## src/rtl/brush_painter_pkg.sv

```systemverilog
// Shared definitions for the frame-buffer write path: screen geometry,
// colour codes (common with the display decode) and painter states.
package brush_painter_pkg;

    localparam int SCREEN_W = 160;
    localparam int SCREEN_H = 120;

    typedef enum logic [2:0] {
        COL_RED     = 3'd0,
        COL_GREEN   = 3'd1,
        COL_BLUE    = 3'd2,
        COL_YELLOW  = 3'd3,
        COL_PURPLE  = 3'd4,
        COL_WHITE   = 3'd5,
        COL_ERASE   = 3'd6,
        COL_OUTSIDE = 3'd7
    } color_e;

    localparam logic [1:0] ST_IDLE  = 2'd0;
    localparam logic [1:0] ST_STAMP = 2'd1;
    localparam logic [1:0] ST_CLEAR = 2'd2;
    localparam logic [1:0] ST_DONE  = 2'd3;

    // "outside" is never stored in the frame buffer; painting it erases.
    function automatic logic [2:0] paint_code(input logic [2:0] sel);
        if (sel == COL_OUTSIDE) begin
            paint_code = COL_ERASE;
        end else begin
            paint_code = sel;
        end
    endfunction

endpackage

```

## src/rtl/brush_painter_rect_scanner.sv

```systemverilog
// Row-major walker over an inclusive signed rectangle; flags positions that
// fall on the visible screen and the final position of the rectangle.
module rect_scanner #(
    parameter int SCREEN_W = brush_painter_pkg::SCREEN_W,
    parameter int SCREEN_H = brush_painter_pkg::SCREEN_H
) (
    input  logic              clk,
    input  logic              reset,
    input  logic              start,
    input  logic              step,
    input  logic signed [8:0] x0,
    input  logic signed [8:0] y0,
    input  logic signed [8:0] x1,
    input  logic signed [8:0] y1,
    output logic signed [8:0] x,
    output logic signed [8:0] y,
    output logic              in_bounds,
    output logic              last
);

    logic signed [8:0] x_r;
    logic signed [8:0] y_r;
    logic signed [8:0] x0_r;
    logic signed [8:0] x1_r;
    logic signed [8:0] y1_r;

    // Position and rectangle corners; wraps to x0 at the end of each row.
    // Coordinates past 255 wrap negative, which keeps them out of bounds and
    // leaves the end-of-row equality test intact.
    always_ff @(posedge clk) begin
        if (reset) begin
            x_r  <= 9'sd0;
            y_r  <= 9'sd0;
            x0_r <= 9'sd0;
            x1_r <= 9'sd0;
            y1_r <= 9'sd0;
        end else if (start) begin
            x_r  <= x0;
            y_r  <= y0;
            x0_r <= x0;
            x1_r <= x1;
            y1_r <= y1;
        end else if (step) begin
            if (x_r == x1_r) begin
                x_r <= x0_r;
                y_r <= y_r + 9'sd1;
            end else begin
                x_r <= x_r + 9'sd1;
            end
        end
    end

    assign x         = x_r;
    assign y         = y_r;
    assign in_bounds = !x_r[8] && ($unsigned(x_r) < 9'(SCREEN_W)) &&
                       !y_r[8] && ($unsigned(y_r) < 9'(SCREEN_H));
    assign last      = (x_r == x1_r) && (y_r == y1_r);

endmodule

```

## src/rtl/brush_painter.sv

```systemverilog
// Turns paint/clear requests into colour-code writes: a clipped square brush
// around the cursor, or an erase sweep over the whole screen.
module brush_painter #(
    parameter int SCREEN_W = brush_painter_pkg::SCREEN_W,
    parameter int SCREEN_H = brush_painter_pkg::SCREEN_H,
    parameter int ADDR_W   = 15
) (
    input  logic              clk,
    input  logic              reset,
    input  logic              paint,
    input  logic              clear,
    input  logic [7:0]        curX,
    input  logic [7:0]        curY,
    input  logic [2:0]        colorSel,
    input  logic [1:0]        brushSize,
    input  logic              wrReady,
    output logic              wrEn,
    output logic [ADDR_W-1:0] wrAddr,
    output logic [2:0]        wrData,
    output logic              busy,
    output logic              done
);

    import brush_painter_pkg::*;

    logic [1:0]        state_r;
    logic [2:0]        data_r;
    logic              start_s;
    logic              active_s;
    logic              wr_en_s;
    logic              advance_s;
    logic              step_s;
    logic signed [8:0] rx0_s;
    logic signed [8:0] ry0_s;
    logic signed [8:0] rx1_s;
    logic signed [8:0] ry1_s;
    logic signed [8:0] scan_x_s;
    logic signed [8:0] scan_y_s;
    logic              in_bounds_s;
    logic              last_s;
    logic [ADDR_W-1:0] addr_s;

    // Rectangle to load on acceptance; clear wins over paint.
    always_comb begin
        rx0_s = 9'sd0;
        ry0_s = 9'sd0;
        rx1_s = 9'sd0;
        ry1_s = 9'sd0;
        if (clear) begin
            rx1_s = 9'(SCREEN_W - 1);
            ry1_s = 9'(SCREEN_H - 1);
        end else begin
            rx0_s = $signed({1'b0, curX} - {7'd0, brushSize});
            ry0_s = $signed({1'b0, curY} - {7'd0, brushSize});
            rx1_s = $signed({1'b0, curX} + {7'd0, brushSize});
            ry1_s = $signed({1'b0, curY} + {7'd0, brushSize});
        end
    end

    assign start_s   = (state_r == ST_IDLE) && (clear || paint);
    assign active_s  = (state_r == ST_STAMP) || (state_r == ST_CLEAR);
    assign wr_en_s   = active_s && in_bounds_s;
    assign advance_s = active_s && (!wr_en_s || wrReady);
    assign step_s    = advance_s && !last_s;

    rect_scanner #(
        .SCREEN_W (SCREEN_W),
        .SCREEN_H (SCREEN_H)
    ) u_scan (
        .clk       (clk),
        .reset     (reset),
        .start     (start_s),
        .step      (step_s),
        .x0        (rx0_s),
        .y0        (ry0_s),
        .x1        (rx1_s),
        .y1        (ry1_s),
        .x         (scan_x_s),
        .y         (scan_y_s),
        .in_bounds (in_bounds_s),
        .last      (last_s)
    );

    // Painter sequencing and latched write colour.
    always_ff @(posedge clk) begin
        if (reset) begin
            state_r <= ST_IDLE;
            data_r  <= 3'd0;
        end else begin
            case (state_r)
                ST_IDLE: begin
                    if (clear) begin
                        state_r <= ST_CLEAR;
                        data_r  <= COL_ERASE;
                    end else if (paint) begin
                        state_r <= ST_STAMP;
                        data_r  <= paint_code(colorSel);
                    end
                end
                ST_STAMP, ST_CLEAR: begin
                    if (advance_s && last_s) begin
                        state_r <= ST_DONE;
                    end
                end
                ST_DONE: state_r <= ST_IDLE;
                default: state_r <= ST_IDLE;
            endcase
        end
    end

    // Only in-bounds positions reach here, so the row-major address is exact.
    assign addr_s = ADDR_W'($unsigned(scan_y_s)) * ADDR_W'(SCREEN_W) +
                    ADDR_W'($unsigned(scan_x_s));

    assign wrEn   = wr_en_s;
    assign wrAddr = wr_en_s ? addr_s : {ADDR_W{1'b0}};
    assign wrData = wr_en_s ? data_r : 3'd0;
    assign busy   = (state_r != ST_IDLE);
    assign done   = (state_r == ST_DONE);

endmodule

```

## config.mk

```make
export PLATFORM = sky130hd
export DESIGN_NAME = brush_painter
export DESIGN_NICKNAME = d
export VERILOG_FILES = /design/src/rtl/brush_painter_pkg.sv /design/src/rtl/brush_painter_rect_scanner.sv /design/src/rtl/brush_painter.sv
export SDC_FILE = /design/constraint.sdc
export NUM_CORES = 1
export LEC_CHECK = 0
export ABC_AREA = 1
export ABC_CLOCK_PERIOD_IN_PS = 3700
export CAP_MARGIN = 20
export CORE_AREA = 2 2 89 91
export CTS_BUF_LIST = sky130_fd_sc_hd__clkbuf_16
export DETAILED_ROUTE_END_ITERATION = 8
export DIE_AREA = 0 0 91 93
export PLACE_DENSITY_LB_ADDON = 0.12
export SLEW_MARGIN = 0
export SYNTH_ARGS = -nofsm -noshare
export SYNTH_HDL_FRONTEND = slang
export SYNTH_HIERARCHICAL = 1
export SYNTH_SLANG_ARGS = --single-unit
```

## constraint.sdc

```tcl
create_clock -name clk -period 3.7 [get_ports clk]
set_input_delay 1.11 -clock clk [delete_from_list [all_inputs] [get_ports clk]]
set_output_delay 1.11 -clock clk [all_outputs]
set_load 0.01 [all_outputs]
```

Yosys cells after proc, flatten, opt, wreduce, memory -nomap -nowiden
Cells that the tools add are included.
{"block": "word_totals", "ff_bits": 50, "latch_bits": 0, "ramBits": 0, "mem_bits_ro": 0, "in_bits": 26, "output_inout_bits": 21, "elab_cells": 69, "memories": 0}
{"block": "op_classes", "addsub": 7, "multipliers": 1, "n_div": 0, "magnitude_cmp": 2, "n_eq_ne": 8, "n_shift": 0, "muxes": 19, "bitwise": 0, "reduce_logical": 25}
{"operator": "two-way mux 9 bit", "count": 10}
{"operator": "adder 8 x 2 -> 9 bit", "count": 2}
{"operator": "adder 9 x 2 -> 9 bit, second input constant", "count": 2}
{"operator": "equality test 9 bit", "count": 2}
{"operator": "subtractor 8 x 2 -> 9 bit", "count": 2}
{"operator": "adder 15 x 9 -> 15 bit", "count": 1}
{"operator": "two-way mux 15 bit", "count": 1}
{"operator": "two-way mux 3 bit", "count": 4}
{"operator": "multiplier 9 x 3 -> 10 bit, second input constant", "count": 1}
{"operator": "logical AND 1 bit", "count": 9}
{"operator": "< comparator 9 x 7 -> 1 bit, second input constant", "count": 1}
{"operator": "< comparator 9 x 8 -> 1 bit, second input constant", "count": 1}
{"operator": "nonzero test 2 bit", "count": 4}
{"operator": "two-way mux 2 bit", "count": 3}
{"operator": "case mux 2 bit (3 select lines)", "count": 1}
{"operator": "AND reduction 2 bit", "count": 3}
{"operator": "equality test 2 bit, second input constant", "count": 2}
{"operator": "logical NOT 1 bit", "count": 4}
{"operator": "equality test 3 bit, second input constant", "count": 1}
{"operator": "logical OR 1 bit", "count": 3}
{"operator": "!= test 3 bit, second input constant", "count": 1}
{"operator": "equality test 2 x 1 -> 1 bit, second input constant", "count": 1}
{"operator": "logical NOT 2 bit", "count": 1}
{"operator": "!= test 2 bit, second input constant", "count": 1}
{"operator": "OR reduction 2 bit", "count": 1}

Longest topological paths before layout
{"block": "depth", "word_depth": 11, "depth_mapped": 15, "ltp_nobuf": 15}

Hierarchy
Netlist, hierarchy kept.
{"mod": "rect_scanner", "n_inst": 1, "cells_per_inst": 349, "area_each_um2": 2384.8, "seq_area_each_um2": 900.9}
{"mod": "brush_painter", "n_inst": 1, "cells_per_inst": 313, "area_each_um2": 1854.3, "seq_area_each_um2": 100.1}

Worst setup path before layout
No wires, ideal clock.
{"block": "synth_timing", "path_type": "reg2out", "from": "register u_scan.y_r[1], in the netlist u_scan/y[1]", "to": "output wrAddr[14]", "arrival_time_ns": 2.224, "required_time_ns": 2.590, "path_slack_ns": 0.366, "path_stages_with_launch": 14, "path_buffers": 0, "path_cell_list": "dfxtp_1 > ha_1 > ha_1 > inv_1 > fa_1 > inv_1 > nand2_1 > nor3_2 > nor2_1 > nor2_2 > nand3_2 > nand2_1 > nand2_1 > nor2_2"}
{"block": "synth_via", "elab_chain_cells": 4, "elab_cells_between_ends": 6, "classes_between": "add/sub: 1; mul: 1; order compare: 1; mux: 1; reduce/logical: 2"}
{"element": "start, declared", "line": "brush_painter_rect_scanner.sv:22", "source": "logic signed [8:0] y_r;"}
{"element": "start signal, assigned", "line": "brush_painter_rect_scanner.sv:39", "source": "y_r <= y0;"}
{"element": "start signal, assigned", "line": "brush_painter_rect_scanner.sv:46", "source": "y_r <= y_r + 9'sd1;"}
{"element": "branches (longest 3 deep; another with adder 15 x 9 -> 15 bit)"}
{"element": "two-way mux 15 bit (*)", "line": "brush_painter.sv:116", "source": "assign wrAddr = wr_en_s ? addr_s : {ADDR_W{1'b0}};"}
{"element": "end, declared", "line": "brush_painter.sv:18", "source": "output logic [ADDR_W-1:0] wrAddr,"}
Every way passes the cells marked *.

Worst setup path after layout
{"block": "layout_timing", "from": "register u_scan.y_r[1], in the netlist u_scan/y[1]", "to": "output wrAddr[12]"}
Same word-level chain as after synthesis.

==> reports/qor.txt <==
r2r setup slk = 1.11 ns
footprint of the multi-input gates = 2810 sq um
syn_nets = 723
Antenna Nets Post-Route = 0
Critical-path top delay cell = fa_2
CP top delay family = adder cells
first drt pass iteration count = 5
commonest cells after routing, fill and taps aside = 131 x nand2_1, 89 x inv_1, 88 x nor2_1
synth warn = 6
port buffer count = 46
register bit total from synthesis = 50
IO Pins = 47
critical-path cell list = ha_1 > ha_2 > inv_1 > fa_2 > inv_2 > nand2_2 > inv_1 > nand2_1 > nand2_2 > nor2_2 > nor2_2 > buf_4 > xnor2_1 > nor2_1 > buf_2
final period demand of the worst path = 3.64 ns
core area = 7530 sq um
P per Cell Area = 580 nW/um^2
fin nets = 775
post-synthesis sequential area ratio = 23.6%
Die X = 91 um
Initial Util = 56.3%
HPWL Detailed = 8.09 mm
FILL cells = 713
Synth Instances = 662
total number of vias = 4309
HP Class = reg2reg
Clock Skew = 0.00750 ns
Final Max Slew Viols = 0
share of layout cells above drive strength 1 = 9.93%
reg2reg path depth = 13
total grt overflow = 0
CTS clk-pin slew, worst paths = 0.07 ns
Synth Cell Area = 4240 sq um
1st-iter DRT viols = 306
r2r startpoint = u_scan/x[7]
H-tree Lvls = 2
vias in the first global route = 4032
crit path DAT = 2.53 ns
worst-path maximum fanout = 3
Max Clk Rate = 275 MHz
Clk Latency, worst-skew pair = 0.29 ns
ant diodes = 0
Max Buffers Root-to-Sink = 2
Worst-Margin Slew = 0.571 ns
Final Wtd Congestion = 0.899
first-pass GRT wire length = 18.0 mm
maximum vdd drop = 0.000330 V
commonest non-fill, non-tap cell in the layout = nand2_1
CTS Sinks = 50
outcome = complete, no violations
Max Cap Viol = 0
RSZ-0062 raised after global routing = yes
CTS buffer count = 5
Buf/Inv on CP = 5
Worst Setup Start Kind = register
maximum number of pins on one net before global-route repair = 40
Final Cycle Share = 98.3%
drt wl/cell = 12.7 um
CP Capture Type = primary output
die footprint = 8460 sq um
CTS root buf = clkbuf_16
hold_sp = data_r[0]
max_slew headroom = 61.9%
syn_area_per_cell = 6.40 sq um
Max stage delay on crit path = 0.53 ns
Pleak = 0.00233 uW
routed vias/inst = 5.27
WS Path Type = reg2out
reg2reg end = u_scan/y[8]
Die H = 93 um
Area Growth Syn to Fin = 18.9%
antenna violations before repair = 0
Util after Layout = 67.0%
final hold slack = 0.464 ns
Worst Hold Path EP = data_r[0]
Netlist cell types = 42
std cell rows = 32
worst hold path depth = 2
FF+latch area = 1000 sq um
Residual DRC = 0
Worst EP required = 2.59 ns
Final setup viols = 0
Placed Cells = 807
Final Hold Fails = 0
Overall Global Routing Usage = 25.5%
CTS tree = yes
final non-filler cell total = 817
Routed WL = 10.4 mm
-- sequential cells by signal, summed over array words and instances, names as in the netlist --
| signal | count |
|---|---|
| state_r | 2 |
| data_r | 3 |
| u_scan/y | 9 |
| u_scan/x | 9 |
| u_scan/x0_r | 9 |
| u_scan/x1_r | 9 |
| u_scan/y1_r | 9 |
-- layout make-up --
cell class                 count  area share [%]
tap                          102            2.53
sequential                    50            19.9
timing repair buffer          68            12.0
inverter                      92            6.85
multi-input combinational    497            55.7
clock buffer                   5            2.48
clock inverter                 3           0.521
-- worst max path at each step --
stage | from | end | slack, ns | depth (start not counted)
floorplan | u_scan/y[1] | wrAddr[14] | 0.37 | 13
finish | u_scan/y[1] | wrAddr[12] | 0.06 | 15
CTS | u_scan/y[3] | wrAddr[12] | 0.006 | 15
global placement | u_scan/y[1] | wrAddr[14] | 0.009 | 16
detailed placement | u_scan/y[1] | wrAddr[14] | -0.06 | 14
global route | u_scan/y[1] | wrAddr[12] | -0.09 | 15
-- tightest hold or removal path: cells and delay by family, from the launching register on --
family,cells,cell delay (ns)
AOI/OAI and AO/OA,1,0.06
buffers and inverters,1,0.07
DFF,1,0.30
-- kinds of logic after synthesis --
family / share of synthesized area (%)
flip-flops: 23.6
adder cells (fa/ha/maj): 11.4
XOR/XNOR: 6.11
AO/OA/AOI/OAI: 16.6
buffers and inverters: 11.0
AND/OR/NAND/NOR: 31.3
-- repair_timing --
item	4_1_cts	5_1_grt
hold buffers	0	0
setup buffers	2	0
pin swaps	3	2
endpoints found under the setup margin	5	15
gates resized for setup	15	13
-- cell usage after synthesis, drive strengths merged --
cell	number	share of area [%]
xnor2	13	3.0
o21ai	47	5.5
a21boi	6	1.1
fa	6	2.8
nand2	137	12
xor2	14	3.1
nand3	38	4.8
clkbuf	13	1.2
o31ai	1	0.18
nor3	20	2.5
a2111oi	1	0.21
nor4	4	0.59
nand4	7	1.0
a21oi	58	7.1
inv	92	8.1
o21bai	2	0.44
buf	10	1.7
a21o	1	0.18
dfxtp	50	24
nand3b	1	0.18
or2	5	0.74
a211oi	4	0.83
ha	29	8.6
nor2	94	8.6
nor3b	2	0.35
a31oi	7	1.0
-- routing by layer --
| metal | vias up | track usage [%] | share of wire [%] |
|---|---|---|---|
| met4 | 0 | 6.57 | 0.91 |
| li1 | 2240 | - | - |
| met2 | 129 | 42.6 | 45 |
| met5 | - | 0 | 0 |
| met3 | 10 | 2.74 | 6.1 |
| met1 | 1930 | 35.4 | 48 |
-- report_power, final --
group | leakage [uW] | total (uW) | switching (uW) | internal (uW)
clock network | 0.0000748 | 469 | 212 | 257
registers | 0.000413 | 819 | 133 | 686
logic | 0.00185 | 1630 | 990 | 645
-- metrics by stage --
step | cell area (sq um) | setup slack (ns) | total power, uW | setup TNS, ns
after floorplan | 4240 | 0.366 | 1930 | 0
after global placement | 4860 | 0.00912 | 2390 | 0
after detailed placement | 4860 | -0.0574 | 2430 | -0.0574
after CTS | 5020 | 0.00640 | 2900 | 0
after global routing | 5040 | -0.0876 | 3170 | -0.165
final | 5040 | 0.0619 | 2920 | 0
Note: power is estimated with default switching activity, not from simulation.
